<file path="src/rtl/shift_seq_pkg.sv">
// Shared types and constants for the shift sequencer.
package shift_seq_pkg;

  typedef enum logic [1:0] {
    IDLE  = 2'd0,
    SHIFT = 2'd1,
    DONE  = 2'd2
  } shift_seq_state_t;

  localparam int OP_COUNT_W = 16;

endpackage

</file>
<file path="src/rtl/shift_sequencer_if.sv">
// Request/response/shifter bundle for shift_sequencer. The sequencer sits on the slave
// modport; clients, the response consumer and the shifter stand-in sit on master.
interface shift_sequencer_if
  import shift_seq_pkg::*;
#(
    parameter int WIDTH = 8,
    parameter int NREQ  = 2,
    parameter int CNT_W = $clog2(WIDTH) + 1,
    parameter int ID_W  = (NREQ > 1) ? $clog2(NREQ) : 1
);
    // Handshakes: a transfer happens on a posedge where VALID and READY are both high.
    // A source holds VALID and its payload stable until that edge; READY may be
    // driven freely and does not depend on a VALID from the same channel's future.
    logic [NREQ-1:0]         REQ_VALID;
    logic [NREQ-1:0]         REQ_READY;
    logic [NREQ*WIDTH-1:0]   REQ_DATA;
    logic [NREQ*CNT_W-1:0]   REQ_AMOUNT;
    logic                    RSP_VALID;
    logic                    RSP_READY;
    logic [WIDTH-1:0]        RSP_DATA;
    logic [ID_W-1:0]         RSP_ID;
    logic [WIDTH-1:0]        SH_DATA;
    logic [WIDTH-1:0]        SH_SHIFTED;
    logic                    BUSY;
    logic [OP_COUNT_W-1:0]   OP_COUNT;

    modport master (
        output REQ_VALID, REQ_DATA, REQ_AMOUNT, RSP_READY, SH_SHIFTED,
        input  REQ_READY, RSP_VALID, RSP_DATA, RSP_ID, SH_DATA, BUSY, OP_COUNT
    );

    modport slave (
        input  REQ_VALID, REQ_DATA, REQ_AMOUNT, RSP_READY, SH_SHIFTED,
        output REQ_READY, RSP_VALID, RSP_DATA, RSP_ID, SH_DATA, BUSY, OP_COUNT
    );
endinterface

</file>
<file path="src/rtl/shift_seq_rr_arbiter.sv">
// Combinational round-robin arbiter: grants the first requester at or after i_ptr,
// wrapping. The pointer register is owned by the caller.
module shift_seq_rr_arbiter #(
    parameter int NREQ = 2,
    parameter int ID_W = (NREQ > 1) ? $clog2(NREQ) : 1
) (
    input  logic [NREQ-1:0] i_req,
    input  logic [ID_W-1:0] i_ptr,
    input  logic            i_en,
    output logic [NREQ-1:0] o_grant,
    output logic [ID_W-1:0] o_grant_idx,
    output logic            o_valid
);
    logic [ID_W-1:0] w_idx;

    always_comb begin
        o_grant     = '0;
        o_grant_idx = '0;
        o_valid     = 1'b0;
        w_idx       = i_ptr;
        for (int k = 0; k < NREQ; k++) begin
            if (i_en && !o_valid && i_req[w_idx]) begin
                o_valid        = 1'b1;
                o_grant[w_idx] = 1'b1;
                o_grant_idx    = w_idx;
            end
            w_idx = (int'(w_idx) == NREQ - 1) ? '0 : w_idx + 1'b1;
        end
    end
endmodule

</file>
<file path="src/rtl/shift_sequencer.sv">
// Shares one single-step shifter among NREQ requesters, one operation at a time.
// Define SHIFT_SEQ_OP_COUNT_EN to build the saturating completed-operation counter.
module shift_sequencer
  import shift_seq_pkg::*;
#(
    parameter int WIDTH = 8,
    parameter int NREQ  = 2,
    parameter int CNT_W = $clog2(WIDTH) + 1,
    parameter int ID_W  = (NREQ > 1) ? $clog2(NREQ) : 1
) (
    input  logic             CLK,
    input  logic             RST_N,
    shift_sequencer_if.slave bus,
    output shift_seq_state_t o_dbg_state
);
    shift_seq_state_t r_state, w_state_next;
    logic [WIDTH-1:0] r_acc;
    logic [CNT_W-1:0] r_cnt;
    logic [ID_W-1:0]  r_rsp_id;
    logic [ID_W-1:0]  r_ptr;

    logic [NREQ-1:0]  w_grant;
    logic [ID_W-1:0]  w_grant_idx;
    logic             w_grant_vld;
    logic             w_arb_en;
    logic [WIDTH-1:0] w_req_data;
    logic [CNT_W-1:0] w_req_amount;
    logic [CNT_W-1:0] w_amount_clamped;
    logic [ID_W-1:0]  w_ptr_next;

    // Arbitration is gated while reset is asserted so REQ_READY reads zero then.
    assign w_arb_en = (r_state == IDLE) && RST_N;

    shift_seq_rr_arbiter #(.NREQ(NREQ), .ID_W(ID_W)) u_arb (
        .i_req       (bus.REQ_VALID),
        .i_ptr       (r_ptr),
        .i_en        (w_arb_en),
        .o_grant     (w_grant),
        .o_grant_idx (w_grant_idx),
        .o_valid     (w_grant_vld)
    );

    assign w_req_data       = bus.REQ_DATA[w_grant_idx*WIDTH +: WIDTH];
    assign w_req_amount     = bus.REQ_AMOUNT[w_grant_idx*CNT_W +: CNT_W];
    assign w_amount_clamped = (w_req_amount > CNT_W'(WIDTH)) ? CNT_W'(WIDTH) : w_req_amount;
    assign w_ptr_next       = (int'(w_grant_idx) == NREQ - 1) ? '0 : w_grant_idx + 1'b1;

    always_ff @(posedge CLK) begin
        if (!RST_N) r_state <= IDLE;
        else        r_state <= w_state_next;
    end

    always_comb begin
        w_state_next = r_state;
        case (r_state)
            IDLE:    if (w_grant_vld) w_state_next = (w_amount_clamped != '0) ? SHIFT : DONE;
            SHIFT:   if (r_cnt == CNT_W'(1)) w_state_next = DONE;
            DONE:    if (bus.RSP_READY) w_state_next = IDLE;
            default: w_state_next = IDLE;
        endcase
    end

    always_comb begin
        bus.REQ_READY = w_grant;
        bus.RSP_VALID = (r_state == DONE);
        bus.RSP_DATA  = r_acc;
        bus.RSP_ID    = r_rsp_id;
        bus.SH_DATA   = r_acc;
        bus.BUSY      = (r_state != IDLE);
        o_dbg_state   = r_state;
    end

    always_ff @(posedge CLK) begin
        if (!RST_N) begin
            r_acc    <= '0;
            r_cnt    <= '0;
            r_rsp_id <= '0;
            r_ptr    <= '0;
        end else begin
            case (r_state)
                IDLE: begin
                    if (w_grant_vld) begin
                        r_acc    <= w_req_data;
                        r_cnt    <= w_amount_clamped;
                        r_rsp_id <= w_grant_idx;
                        r_ptr    <= w_ptr_next;
                    end
                end
                SHIFT: begin
                    r_acc <= bus.SH_SHIFTED;
                    r_cnt <= r_cnt - 1'b1;
                end
                default: ;
            endcase
        end
    end

`ifdef SHIFT_SEQ_OP_COUNT_EN
    logic [OP_COUNT_W-1:0] r_op_count;

    always_ff @(posedge CLK) begin
        if (!RST_N)
            r_op_count <= '0;
        else if (bus.RSP_VALID && bus.RSP_READY && (r_op_count != '1))
            r_op_count <= r_op_count + 1'b1;
    end

    assign bus.OP_COUNT = r_op_count;
`else
    assign bus.OP_COUNT = '0;
`endif
endmodule

</file>
<file path="src/flat_wrapper.sv">
// flat-port wrapper written by rule: the top's interface ports become plain ports
module shift_sequencer_flat import shift_seq_pkg::*;
#(
    parameter int WIDTH = 8,
    parameter int NREQ  = 2,
    parameter int CNT_W = $clog2(WIDTH) + 1,
    parameter int ID_W  = (NREQ > 1) ? $clog2(NREQ) : 1
)
  (CLK, RST_N, o_dbg_state, bus_REQ_VALID, bus_REQ_DATA, bus_REQ_AMOUNT, bus_RSP_READY, bus_SH_SHIFTED, bus_REQ_READY, bus_RSP_VALID, bus_RSP_DATA, bus_RSP_ID, bus_SH_DATA, bus_BUSY, bus_OP_COUNT);
  shift_sequencer_if #(.WIDTH(WIDTH), .NREQ(NREQ), .CNT_W(CNT_W), .ID_W(ID_W)) bus_i ();
  input  logic CLK;
  input  logic RST_N;
  output shift_seq_state_t o_dbg_state;
  input wire logic [$bits(bus_i.REQ_VALID)-1:0] bus_REQ_VALID;
  input wire logic [$bits(bus_i.REQ_DATA)-1:0] bus_REQ_DATA;
  input wire logic [$bits(bus_i.REQ_AMOUNT)-1:0] bus_REQ_AMOUNT;
  input wire logic [$bits(bus_i.RSP_READY)-1:0] bus_RSP_READY;
  input wire logic [$bits(bus_i.SH_SHIFTED)-1:0] bus_SH_SHIFTED;
  output wire logic [$bits(bus_i.REQ_READY)-1:0] bus_REQ_READY;
  output wire logic [$bits(bus_i.RSP_VALID)-1:0] bus_RSP_VALID;
  output wire logic [$bits(bus_i.RSP_DATA)-1:0] bus_RSP_DATA;
  output wire logic [$bits(bus_i.RSP_ID)-1:0] bus_RSP_ID;
  output wire logic [$bits(bus_i.SH_DATA)-1:0] bus_SH_DATA;
  output wire logic [$bits(bus_i.BUSY)-1:0] bus_BUSY;
  output wire logic [$bits(bus_i.OP_COUNT)-1:0] bus_OP_COUNT;
  assign bus_i.REQ_VALID = bus_REQ_VALID;
  assign bus_i.REQ_DATA = bus_REQ_DATA;
  assign bus_i.REQ_AMOUNT = bus_REQ_AMOUNT;
  assign bus_i.RSP_READY = bus_RSP_READY;
  assign bus_i.SH_SHIFTED = bus_SH_SHIFTED;
  assign bus_REQ_READY = bus_i.REQ_READY;
  assign bus_RSP_VALID = bus_i.RSP_VALID;
  assign bus_RSP_DATA = bus_i.RSP_DATA;
  assign bus_RSP_ID = bus_i.RSP_ID;
  assign bus_SH_DATA = bus_i.SH_DATA;
  assign bus_BUSY = bus_i.BUSY;
  assign bus_OP_COUNT = bus_i.OP_COUNT;
  shift_sequencer #(.WIDTH(WIDTH), .NREQ(NREQ), .CNT_W(CNT_W), .ID_W(ID_W)) u_core (.CLK(CLK), .RST_N(RST_N), .bus(bus_i), .o_dbg_state(o_dbg_state));
endmodule
</file>
<file path="config.mk">
export PLATFORM = sky130hd
export DESIGN_NAME = shift_sequencer_flat
export DESIGN_NICKNAME = d
export VERILOG_FILES = /design/src/rtl/shift_seq_pkg.sv /design/src/rtl/shift_sequencer_if.sv /design/src/rtl/shift_seq_rr_arbiter.sv /design/src/rtl/shift_sequencer.sv /design/src/flat_wrapper.sv
export SDC_FILE = /design/constraint.sdc
export NUM_CORES = 1
export LEC_CHECK = 0
export CORE_UTILIZATION = 34
export DETAILED_ROUTE_END_ITERATION = 16
export PLACE_DENSITY = 0.8
export SLEW_MARGIN = 10
export SYNTH_ARGS = -nofsm -noshare
export SYNTH_HDL_FRONTEND = slang
export SYNTH_SLANG_ARGS = --single-unit
export TNS_END_PERCENT = 100
</file>
<file path="constraint.sdc">
create_clock -name CLK -period 1.6 [get_ports CLK]
set_input_delay 0.4 -clock CLK [delete_from_list [all_inputs] [get_ports CLK]]
set_output_delay 0.4 -clock CLK [all_outputs]
set_load 0.1 [all_outputs]
</file>
Word-level counts from Yosys, hierarchy flattened
Cells that the tools add are included.
- reduce and logical (&&, ||, !) cells: 14
- bitwise operators: 1
- shift operators: 2
- add/subtract/negate cells: 3
- order comparisons: 5
- eq/ne operators: 6
- mux-type cells: 26
- operator list (operator ; number):
    8-bit one-hot mux with 2 select lines ; 1
    16-bit by 5-bit indexed part select with 8-bit output ; 1
    1-bit two-way mux ; 12
    2-bit two-way mux ; 6
    4-bit two-way mux ; 2
    8-bit two-way mux ; 1
    4-bit one-hot mux with 2 select lines ; 1
    8-bit by 4-bit indexed part select with 4-bit output ; 1
    1-bit logical AND ; 6
    2-bit one-hot mux with 3 select lines ; 1
    4-bit by 1-bit equality test with 1-bit output, second input constant ; 1
    4-bit > comparator, second input constant ; 1
    1-bit by 2-bit < comparator with 1-bit output, second input constant ; 2
    2-bit inequality test, second input constant ; 2
    2-bit AND reduction ; 2
    2-bit nonzero test ; 2
    4-bit nonzero test ; 1
    4-bit by 1-bit subtractor with 4-bit output, second input constant ; 1
    3-bit AND reduction ; 1
    1-bit adder, second input constant ; 2
    1-bit demux with 1-bit select ; 2
    2-bit by 1-bit equality test with 1-bit output, second input constant ; 1
    2-bit equality test, second input constant ; 1
    1-bit >= comparator, second input constant ; 2
    4 further kinds ; 4
- output and inout port bits: 39
- register bits after elaboration: 16

Logic depth before layout (Yosys ltp)
Gate-level depths: netlist (run 1).
- word-level depth: 15
- depth in mapped cells: 7
- mapped depth without buffers: 6

By module
Synthesis (run 1) repeated with hierarchy kept, for this count alone.
- cells, all modules: 132
- area total of the unflattened synthesis: 1197.4 um^2
- by module, submodules not included (module ; times used ; area each (um^2) ; seq. area each (um^2) ; cells each):
    shift_sequencer ; 1 ; 1163.6 ; 320.3 ; 125
    shift_seq_rr_arbiter ; 1 ; 33.8 ; 0.0 ; 7

Worst setup path before layout (run 1)
No wires, ideal clock.
- kind: reg2out
- start point: register u_core.r_state[1] (netlist: u_core.o_dbg_state[1])
- end point: output port bus_RSP_VALID
- data arrival time: 2535 ps
- stages on the path, launching flop included: 2
- setup slack: -1335 ps
- data required time: 1200 ps
- buffers on the path: 0
- cell sequence: dfxtp_1 > nor2b_1
- cells in the longest elaborated chain, start to end: 1
- ends and longest elaborated chain (what ; RTL line ; RTL):
    start, declared ; shift_sequencer.sv:16 ; shift_seq_state_t r_state, w_state_next;
    start signal, assigned ; shift_sequencer.sv:50 ; else r_state <= w_state_next;
    2-bit equality test ; shift_sequencer.sv:65 ; bus.RSP_VALID = (r_state == DONE);
    end, declared ; flat_wrapper.sv:20 ; output wire logic [$bits(bus_i.RSP_VALID)-1:0] bus_RSP_VALID;
Every way passes these cells.

Worst setup path after layout (run 1)
- start point: register u_core.r_state[1] (netlist: u_core.o_dbg_state[1])
- end point: register u_core.r_cnt[2]
- cells in the longest elaborated chain, start to end: 13
- elaborated cells on any way between the ends: 19
- ends and longest elaborated chain (what ; RTL line ; RTL):
    2-bit logical NOT ; shift_sequencer.sv:32, shift_sequencer.sv:80 ;
    1-bit logical AND ; shift_sequencer.sv:32 ; assign w_arb_en = (r_state == IDLE) && RST_N;
    1-bit logical AND ; shift_seq_rr_arbiter.sv:22 ; if (i_en && !o_valid && i_req[w_idx]) begin
    1-bit two-way mux ; shift_seq_rr_arbiter.sv:22 ;
    1-bit logical NOT ; shift_seq_rr_arbiter.sv:22 ;
    1-bit logical AND (2 in series) ; shift_seq_rr_arbiter.sv:22 ;
    1-bit two-way mux ; shift_seq_rr_arbiter.sv:22 ;
    8-bit by 4-bit indexed part select with 4-bit output ; shift_sequencer.sv:44 ; assign w_req_amount = bus.REQ_AMOUNT[w_grant_idx*CNT_W +: CNT_W];
    4-bit > comparator ; shift_sequencer.sv:45 ; assign w_amount_clamped = (w_req_amount > CNT_W'(WIDTH)) ? CNT_W'(WIDTH) : w_req_amount;
    4-bit two-way mux ; shift_sequencer.sv:45 ;
    4-bit two-way mux ; shift_sequencer.sv:82 ; if (w_grant_vld) begin
    4-bit one-hot mux with 2 select lines ; shift_sequencer.sv:80 ; case (r_state)
    end signal, assigned ; shift_sequencer.sv:84 ; r_cnt <= w_amount_clamped;
    end signal, assigned ; shift_sequencer.sv:91 ; r_cnt <= r_cnt - 1'b1;
    end, declared ; shift_sequencer.sv:18 ; logic [CNT_W-1:0] r_cnt;
Parallel ways exist; a longest one is shown, timed or not. The select of a mux whose other input is x is not followed.
A chain may end at the register's enable or synchronous reset.

==> summary.txt, run 1 <==
Run status
  • Status: complete, but fails checks
  • Failing checks: negative setup slack

Placement
  • DP Area: roughly 2100 um2
  • HPWL after DPL: about 2800 um
  • DP Worst Slack: -475.2 ps
  • Placer Congestion: just under 0.9
  • Port bufs: 59

Yosys
  • XOR/XNOR share of the synthesized area: 0
  • Syn. warnings: 0
  • Main synth FF type: dfxtp_1
  • Yosys reg bits: 16
  • Post-Synth Simple-Gate Area: 0.2593
  • Sequential area share after synthesis: 0.2573
  • Mux cell area share after synthesis: 0.02513
  • Synth Area in Compound Gates: 0.2382
  • Cells after Synth: ~150
  • Syn Area/Cell: roughly 8.4 um2
  • Largest family of logic cells by synthesized area: simple AND/OR/NAND/NOR gates
  • Ys async rst share: 0
  • Adder-cell share of the synthesized area: 0.02010
  • EDFF count, synth: 0
  • Synth cell types: 42
  • Post-Syn Area: 1245 um2

Timing
  • RSZ-0062 raised after global routing: true
  • Final Setup Violations: 13
  • Min Clock Period, post-route: ~1800 ps
  • Setup TNS: -914.3 ps
  • Post-route setup slack: -170.9 ps
  • Skew final: between 3 and 4 ps
  • FMAX: between 500 and 600 MHz
  • Fin. Hold Viols: 0
  • Slew Limit Fails: 0
  • Fin crit share: 1.107

Clock tree
  • Clock tree sinks: 16
  • Root buffer cell: clkbuf_4
  • Clock-pin slew on the worst setup and hold paths: 100 ps
  • Clock latency on the worst-skew pair: around 300 ps
  • CTS tree: yes
  • Max Root-Sink Buffers: 2
  • CTS buffer count: 3
  • Htree depth: 1
  • CTS Hold Bufs: 0

Finish
  • Sequential cell area: 337.8 um2
  • Share of cells above drive strength 1: 0.4444
  • Post-route cell area: 2461 um2
  • Area Overhead vs Synth: 97.69%
  • N_diodes: 0
  • Core Util, Final: 0.7205
  • Final #Nets: about 270
  • Filler Cell Count: 240
  • Area of the multi-input gates: 879.6 um2

Min path
  • Worst hold start: u_core.bus.RSP_ID
  • Hold Path Class: reg2reg

Floorplanning
  • Core area: between 3000 and 4000 um2
  • Row count: 21
  • Initial Utilization: 0.3645
  • Die W: about 63 um
  • Die ar.: just under 4000 um2
  • Die height: ~63 um
  • I/O pins: 76

Pwr
  • Psw: about 0.0032 W
  • Worst vdd ir: approximately 1800 uV
  • Clock network power share: 0.050
  • Switch share: 0.5585
  • Sequential Power Share: 0.153
  • Combinational Power Share: 0.797
  • P per Cell Area: 2309 nW/um2
  • Power Internal: between 0.002 and 0.003 W
  • Static Leakage: around 1.1 nW

Global routing
  • Remaining global-route overflow: 0
  • Total track usage: 0.1998
  • Pin count of the biggest net entering global routing: 19
  • First-pass GRT wire length: around 6100 um
  • Initial antenna violation count: 0
  • Vias in the first global route: around 1300

Drt
  • Routed vias: roughly 1400
  • WL/cell: 16.39 um
  • Drt drc: 0
  • DRT iter0 DRCs: 54
  • DRT Pass-1 Iters: 4
  • Vias per Instance: 5.181
  • Routed WL: approximately 4400 um
  • Detail Route Antenna Nets: 0

Worst setup path
  • Crit path from: u_core.o_dbg_state[1]
  • WP data arrival: 1970 ps
  • Startpoint Class: flip-flop
  • Critical Path End Type: flip-flop
  • Critical path type: reg2reg
  • Worst Path Max Fanout: 4
  • CP required: 1800 ps
  • Critical R2R Launch: u_core.o_dbg_state[1]

Flow run
  • Max cap viols: 0
[layout make-up]
class,instances,area share
clock buffer,4,0.01474
inverter,3,0.005592
multi-input combinational,111,0.3574
sequential,16,0.1373
tap,46,0.02339
timing repair buffer,91,0.4616
[timing repair]
action,4_1_cts,5_1_grt
cloned,0,3
hold endpoints to repair,0,0
endpoints found under the setup margin,17,16
pin swaps,3,13
resized for setup,15,23
setup buffers,10,2
[synth_stat cells, types with 2 or more instances]
cell      instances  area [um2]
nand3b_1          2       15.01
o211ai_1          2       15.01
a31oi_1           3       18.77
o21ai_0          12       60.06
a211o_1           2       17.52
inv_1             2       7.510
nor2_1           12       45.04
buf_4            26       195.2
nor2b_1           4       25.02
buf_2             3       15.01
nor3_1            9       45.04
and3_1            2       12.51
nand2_1           5       18.77
a22o_1            2       17.52
dfxtp_1          16       320.3
nand2b_1          4       25.02
mux2i_1           2       20.02
ha_1              2       25.02
nand3_1           8       40.04
o41ai_2           8       130.1
[per-layer routing]
layer | track usage | up-vias | routed length, um
met5 | 0 | - | 0
li1 | - | 652 | -
met3 | 0.03832 | 10 | 265
met4 | 0.09884 | 0 | 90
met1 | 0.2126 | 660 | 1756
met2 | 0.3709 | 82 | 2330
[kinds of logic after synthesis]
| group | count (synthesis) |
|---|---|
| DFF | 16 |
| adders and majority gates | 2 |
| muxes | 3 |
| and+or+nand+nor | 56 |
| AOI/OAI and AO/OA | 34 |
| other | 1 |
| buffers and inverters | 36 |
[worst max-delay path, cell delays in order, from the launching register on]
cell and delay (ps):
dfxtp_4 390, buf_4 140, buf_6 110, buf_4 140
or3b_1 400, o211ai_1 180, o21ai_1 110, a22o_1 200
[state kept, by name, summed over array words and instances (netlist names)]
register,count
u_core.bus.RSP_DATA,8
u_core.r_cnt,4
u_core.o_dbg_state,2
u_core.bus.RSP_ID,1
u_core.r_ptr,1
[power by group through the flow]
| stage | combinational [W] | clock (W) | sequential (W) |
|---|---|---|---|
| 4_1_cts | 0.00414 | 0.000290 | 0.000850 |
| 3_3_place_gp | 0.00389 | 0 | 0.000864 |
| 3_5_place_dp | 0.00394 | 0 | 0.000877 |
| 2_1_floorplan | 0.00193 | 0 | 0.00157 |
| 6_report | 0.00453 | 0.000284 | 0.000869 |
| 5_1_grt | 0.00468 | 0.000312 | 0.000888 |
[worst paths after layout]
path	to	slack [ps]	cells past startpoint
worst max-delay path	u_core.r_cnt[2]	-170	7
worst min-delay path	u_core.bus.RSP_ID	510	2
worst max register to register	u_core.r_cnt[2]	-170	7
worst min register to register	u_core.bus.RSP_ID	510	2
[metrics by stage]
stage | instances | hold slack (ps) | power [W]
6_report | 271 | 510.4 | 0.005682
5_1_grt | 271 | 539.2 | 0.005879
4_1_cts | 266 | 540.5 | 0.005284
3_5_place_dp | 252 | 512.4 | 0.004814
3_3_place_gp | 252 | 500.5 | 0.004757
2_1_floorplan | 163 | 484.8 | 0.003494
[placed cells by master (no fill, tap or decap), types with 3 or more instances in the layout]
cell,count
clkdlybuf4s50_1,30
buf_12,25
buf_4,23
conb_1,16
nor2_1,9
dfxtp_2,8
o21ai_0,7
o21ai_1,6
nor3_1,6
dfxtp_1,6
nand2_1,5
nand3_2,5
o41ai_2,5
buf_6,5
dlygate4sd2_1,5
nand2b_1,3
o41ai_4,3
nand3_1,3
clkbuf_4,3
Power figures use the tool's default switching activity.
==> run 2, diff against run 1 <==
CORE_ASPECT_RATIO = 0.8   (was not set)
==> run 2 against run 1 <==
Effect of this change:
- the run still ends with negative setup slack left
- first-iteration DRC count increased by 22%
- design area decreased by 6.5%
- sequential cell count unchanged
- critical path type is now reg2out
- largest cell class unchanged
- highest routed layer unchanged
==> summary.txt, run 2 (synthesis results as in run 1) <==
Worst setup path
  • WP data arrival: 1290 ps
  • CP max stage delay: 350 ps
  • Crit-path slowest cell: dfxtp_4
  • Worst Path Max Fanout: 3
  • CP Cell Sequence: nor3b_4, and3_4, buf_12
  • Startpoint Class: flip-flop
  • CP required: roughly 1200 ps
  • Critical Path End Type: output pin
  • Critical path type: reg2out

Global routing
  • Total track usage: 0.1919
  • Vias in the first global route: 1250
  • Remaining global-route overflow: 0
  • Initial antenna violation count: 0
  • Pin count of the biggest net entering global routing: 13
  • First-pass GRT wire length: 5968 um

Drt
  • Detail Route Antenna Nets: 0
  • DRT iter0 DRCs: 66
  • WL/cell: roughly 14 um
  • Vias per Instance: between 5 and 6
  • Routed vias: roughly 1300
  • Drt drc: 0
  • Routed WL: 3780 um
  • DRT Pass-1 Iters: 5

Timing
  • Slew Limit Fails: 0
  • FMAX: between 500 and 600 MHz
  • Skew final: roughly 1.6 ps
  • Fin. Hold Viols: 0
  • Setup TNS: -171.9 ps
  • Min Clock Period, post-route: between 1500 and 2000 ps
  • Hold_ws: between 500 and 600 ps
  • Post-route setup slack: -88.76 ps
  • RSZ-0062 raised after global routing: true
  • Fin crit share: 1.055
  • Final Setup Violations: 2

Pwr
  • Static Leakage: about 1 nW
  • Worst vdd ir: 1556 uV
  • P per Cell Area: roughly 2300 nW/um2
  • Final Total Pwr: 0.005321 W

Clock tree
  • CTS buffer count: 3
  • Clock latency on the worst-skew pair: about 250 ps
  • Root buffer cell: clkbuf_8
  • Htree depth: 1
  • Clock tree sinks: 16
  • Clock-pin slew on the worst setup and hold paths: around 70 ps
  • Max Root-Sink Buffers: 2
  • CTS tree: yes
  • CTS Hold Bufs: 0

Finish
  • Filler Cell Count: 276
  • Post-route cell area: 2302 um2
  • Max reg flops: 8
  • Area Overhead vs Synth: 84.92%
  • Share of cells above drive strength 1: 0.3982
  • Most frequent cells in the layout: 33 x buf_4, 31 x clkdlybuf4s50_1, 23 x buf_12
  • Area of the multi-input gates: between 700 and 800 um2
  • N_diodes: 0
  • Sequential cell area: approximately 340 um2
  • Commonest non-fill, non-tap cell in the layout: buf_4
  • Final #Nets: roughly 270

Run status
  • Status: complete, but fails checks
  • Failing checks: negative setup slack

Placement
  • Placer Congestion: 0.8891
  • HPWL after DPL: about 3000 um
  • Port bufs: around 60
  • DP Area: 2177 um2

Floorplanning
  • Row count: 19
  • Initial Utilization: 0.3587
  • Core area: between 3000 and 4000 um2
  • Die height: ~56 um
  • Die W: between 60 and 70 um
  • I/O pins: 76
  • Die ar.: approximately 4000 um2

Flow run
  • Max cap viols: 0

Min path
  • Hold Path Class: reg2reg
==> run 2: final cells by class <==
cell class / instances / share of cell area
timing repair buffer: 92 / 0.4625
tap: 42 / 0.02283
clock buffer: 4 / 0.02391
multi-input combinational: 111 / 0.3370
inverter: 3 / 0.007065
sequential: 16 / 0.1467
==> run 2: path summary, 6_finish.rpt <==
kind,depth (start not counted),slack [ps],start,end
worst min register to register,2,510,u_core.bus.RSP_ID,u_core.bus.RSP_ID
worst max-delay path,3,-90,u_core.o_dbg_state[1],bus_REQ_READY[0]
worst min-delay path,2,510,u_core.bus.RSP_ID,u_core.bus.RSP_ID
worst max register to register,6,10,u_core.o_dbg_state[1],u_core.o_dbg_state[1]
==> run 2: through the flow <==
| step | utilization | cells | setup slack, ps |
|---|---|---|---|
| finish | 0.6633 | 268 | -88.76 |
| global route | 0.6633 | 268 | -143.2 |
| CTS | 0.6604 | 268 | -100.7 |
| detailed placement | 0.6273 | 257 | -502.7 |
| global placement | 0.6273 | 257 | -399.6 |
| floorplan | - | 163 | 17.57 |
==> run 2: power breakdown <==
group	switching (W)	total, W	leakage (nW)	internal [W]
sequential	0.000236	0.000833	0.136	0.000597
clock	0.000155	0.000374	0.0288	0.000219
combinational	0.00259	0.00411	0.851	0.00152
total	0.00298	0.00532	1.02	0.00234
==> run 2: timing repair <==
| item | in CTS | in global routing |
|---|---|---|
| resized for setup | 11 | 3 |
| pin swaps | 6 | 1 |
| endpoints found under the setup margin | 19 | 12 |
| setup buffers | 7 | 0 |
==> run 2: worst max-delay path: cells and delay by family (launching register included) <==
kind                   cells  cell delay [ps]
buffers and inverters      1              170
flip-flops                 1              350
AND/OR/NAND/NOR            2              510
==> run 2: layer usage <==
layer / global-route usage / routed length (um) / vias up / share of wire
li1: - / - / 649 / -
met1: 0.2422 / 1628 / 631 / 0.43
met2: 0.3343 / 1899 / 62 / 0.50
met3: 0.05072 / 235 / 4 / 0.062
met4: 0.03143 / 17 / 0 / 0.0045
met5: 0 / 0 / - / 0
==> run 3, diff against run 2 <==
==> constraint.sdc (replaced) <==
create_clock -name CLK -period 1.6 [get_ports CLK]
set_input_delay 0.32 -clock CLK [delete_from_list [all_inputs] [get_ports CLK]]
set_output_delay 0.32 -clock CLK [all_outputs]
set_load 0.1 [all_outputs]
==> run 3 against run 2 <==
Effect of this change:
- the run still ends with negative setup slack left
- combinational power is essentially flat
- clock power shrank 14%
- critical path depth grew 2
- first-iteration DRC count grew 3.0%
- wire length shrank 5.1%
- via count shrank 0.30%
- design area shrank 1.3%
- worst setup slack gained 23 ps
- sequential cell count is the same
- sequential share of layout area grew 0.19 points
==> summary.txt, run 3 (synthesis results as in run 1) <==
Min path
  • Hold Path Class: reg2reg

Placement
  • HPWL after DPL: around 2800 um
  • Port bufs: 59
  • DP Area: roughly 2100 um2
  • Placer Congestion: slightly above 0.9

Drt
  • DRT iter0 DRCs: ~70
  • Drt drc: 0
  • Detail Route Antenna Nets: 0
  • Vias per Instance: between 5 and 6
  • Routed WL: roughly 3600 um
  • Routed vias: between 1000 and 1500
  • WL/cell: 13.59 um
  • DRT Pass-1 Iters: 4

Worst setup path
  • WP data arrival: 1350 ps
  • Setup slack, reg-to-reg: -30 ps
  • Largest delay share family, worst path: buffers and inverters
  • Worst flop-to-flop path endpoint: u_core.r_cnt[3]
  • CP required: 1280 ps
  • Startpoint Class: flip-flop
  • Crit path from: u_core.o_dbg_state[1]
  • Critical path type: reg2out
  • CP Buf/Inv Count: 3
  • FF-to-FF path depth: 6
  • Crit-path slowest cell: dfxtp_4
  • Worst Path Max Fanout: 4
  • Crit path depth: 5
  • CP max stage delay: 350 ps
  • CP endpoint: bus_REQ_READY[1]
  • CP Cell Sequence: nor3b_4, buf_6, nand3_4, inv_8, buf_12
  • Critical R2R Launch: u_core.o_dbg_state[1]
  • Critical Path End Type: output pin

Floorplanning
  • Die height: around 56 um
  • Row count: 19
  • Core area: about 3500 um2
  • Die W: 69.66 um
  • Initial Utilization: 0.3587
  • I/O pins: 76
  • Die ar.: 3909 um2

Finish
  • N_diodes: 0
  • Max reg flops: 8
  • Most frequent cells in the layout: 33 x clkdlybuf4s50_1, 27 x buf_4, 23 x buf_12
  • Final #Nets: roughly 260
  • Area Overhead vs Synth: 82.51%
  • Commonest non-fill, non-tap cell in the layout: clkdlybuf4s50_1
  • Post-route cell area: between 2000 and 2500 um2
  • Share of cells above drive strength 1: 0.3694

Timing
  • Post-route setup slack: -65.99 ps
  • Skew final: between 6 and 7 ps
  • Slew Limit Fails: 0
  • FMAX: ~600 MHz
  • Min Clock Period, post-route: approximately 1700 ps
  • Fin crit share: 1.041
  • Setup TNS: -177.1 ps
  • RSZ-0062 raised after global routing: true
  • Final Setup Violations: 4
  • Fin. Hold Viols: 0

Run status
  • Status: complete, but fails checks
  • Failing checks: negative setup slack

Global routing
  • Remaining global-route overflow: 0
  • Total track usage: 0.1733
  • Vias in the first global route: approximately 1200
  • Initial antenna violation count: 0
  • Pin count of the biggest net entering global routing: 18
  • First-pass GRT wire length: around 5400 um

Clock tree
  • CTS buffer count: 3
  • CTS tree: yes
  • Clock latency on the worst-skew pair: between 200 and 300 ps
  • Clock tree sinks: 16
  • Root buffer cell: clkbuf_8
  • Htree depth: 1
  • Clock-pin slew on the worst setup and hold paths: ~70 ps
  • Max Root-Sink Buffers: 2

Flow run
  • Max cap viols: 0

Pwr
  • Worst vdd ir: 1838 uV
  • Static Leakage: around 1 nW
  • P per Cell Area: between 2000 and 2500 nW/um2
-- run 3: metal layers --
metal  global-route usage  part of all wire
met5                    0                 0
met4              0.02286            0.0033
met2               0.2996              0.50
met1               0.2173              0.43
met3              0.05435             0.069
-- run 3: through the flow --
| stage | instances | total power (W) | util | setup WS [ps] | hold WS [ps] |
|---|---|---|---|---|---|
| floorplan | 163 | 0.003475 | - | 3.839 | 484.8 |
| global placement | 253 | 0.004727 | 0.6143 | -337.1 | 497.2 |
| detailed placement | 253 | 0.004769 | 0.6143 | -374.4 | 505.6 |
| CTS | 259 | 0.005139 | 0.6341 | -111.6 | 532.8 |
| global route | 264 | 0.005414 | 0.6547 | -115.4 | 548.9 |
| finish | 264 | 0.005234 | 0.6547 | -65.99 | 523.5 |
-- run 3: where the power goes --
part           switching (W)  total [W]  internal, W
clock network       0.000144   0.000321     0.000177
logic                0.00257    0.00408      0.00151
registers           0.000234   0.000831     0.000597
-- run 3: layout make-up --
class / instances / area [um2]
Clock buffer: 4 / 45.04
Tap cell: 42 / 52.55
Sequential cell: 16 / 337.8
Inverter: 3 / 18.77
Multi-Input combinational cell: 111 / 772.0
Timing Repair Buffer: 88 / 1046
Fill cell: 272 / 1199
-- run 3: how the worst min path moves through the flow --
stage	from	endpoint	slack, ps	cells past startpoint
3_5_place_dp	u_core.bus.RSP_ID	u_core.bus.RSP_ID	510	2
5_1_grt	u_core.bus.RSP_DATA[5]	u_core.bus.RSP_DATA[5]	550	2
4_1_cts	u_core.bus.RSP_ID	u_core.bus.RSP_ID	530	2
3_3_place_gp	u_core.r_ptr	u_core.r_ptr	500	1
2_1_floorplan	u_core.r_ptr	u_core.r_ptr	480	1
6_report	u_core.bus.RSP_ID	u_core.bus.RSP_ID	520	2
-- run 3: timing repair --
| action | CTS | global route |
|---|---|---|
| setup buffers | 2 | 5 |
| endpoints found under the hold margin | 0 | 0 |
| hold buffers | 0 | 0 |
| gates resized for setup | 6 | 8 |
| setup endpoints to repair | 14 | 11 |
| pin swaps | 1 | 5 |
-- run 3: worst min-delay path: cells and delay by family, from the launching register on --
kind,cells,cell delay [ps]
compound gates,1,70
flops,1,340
simple gates,1,60
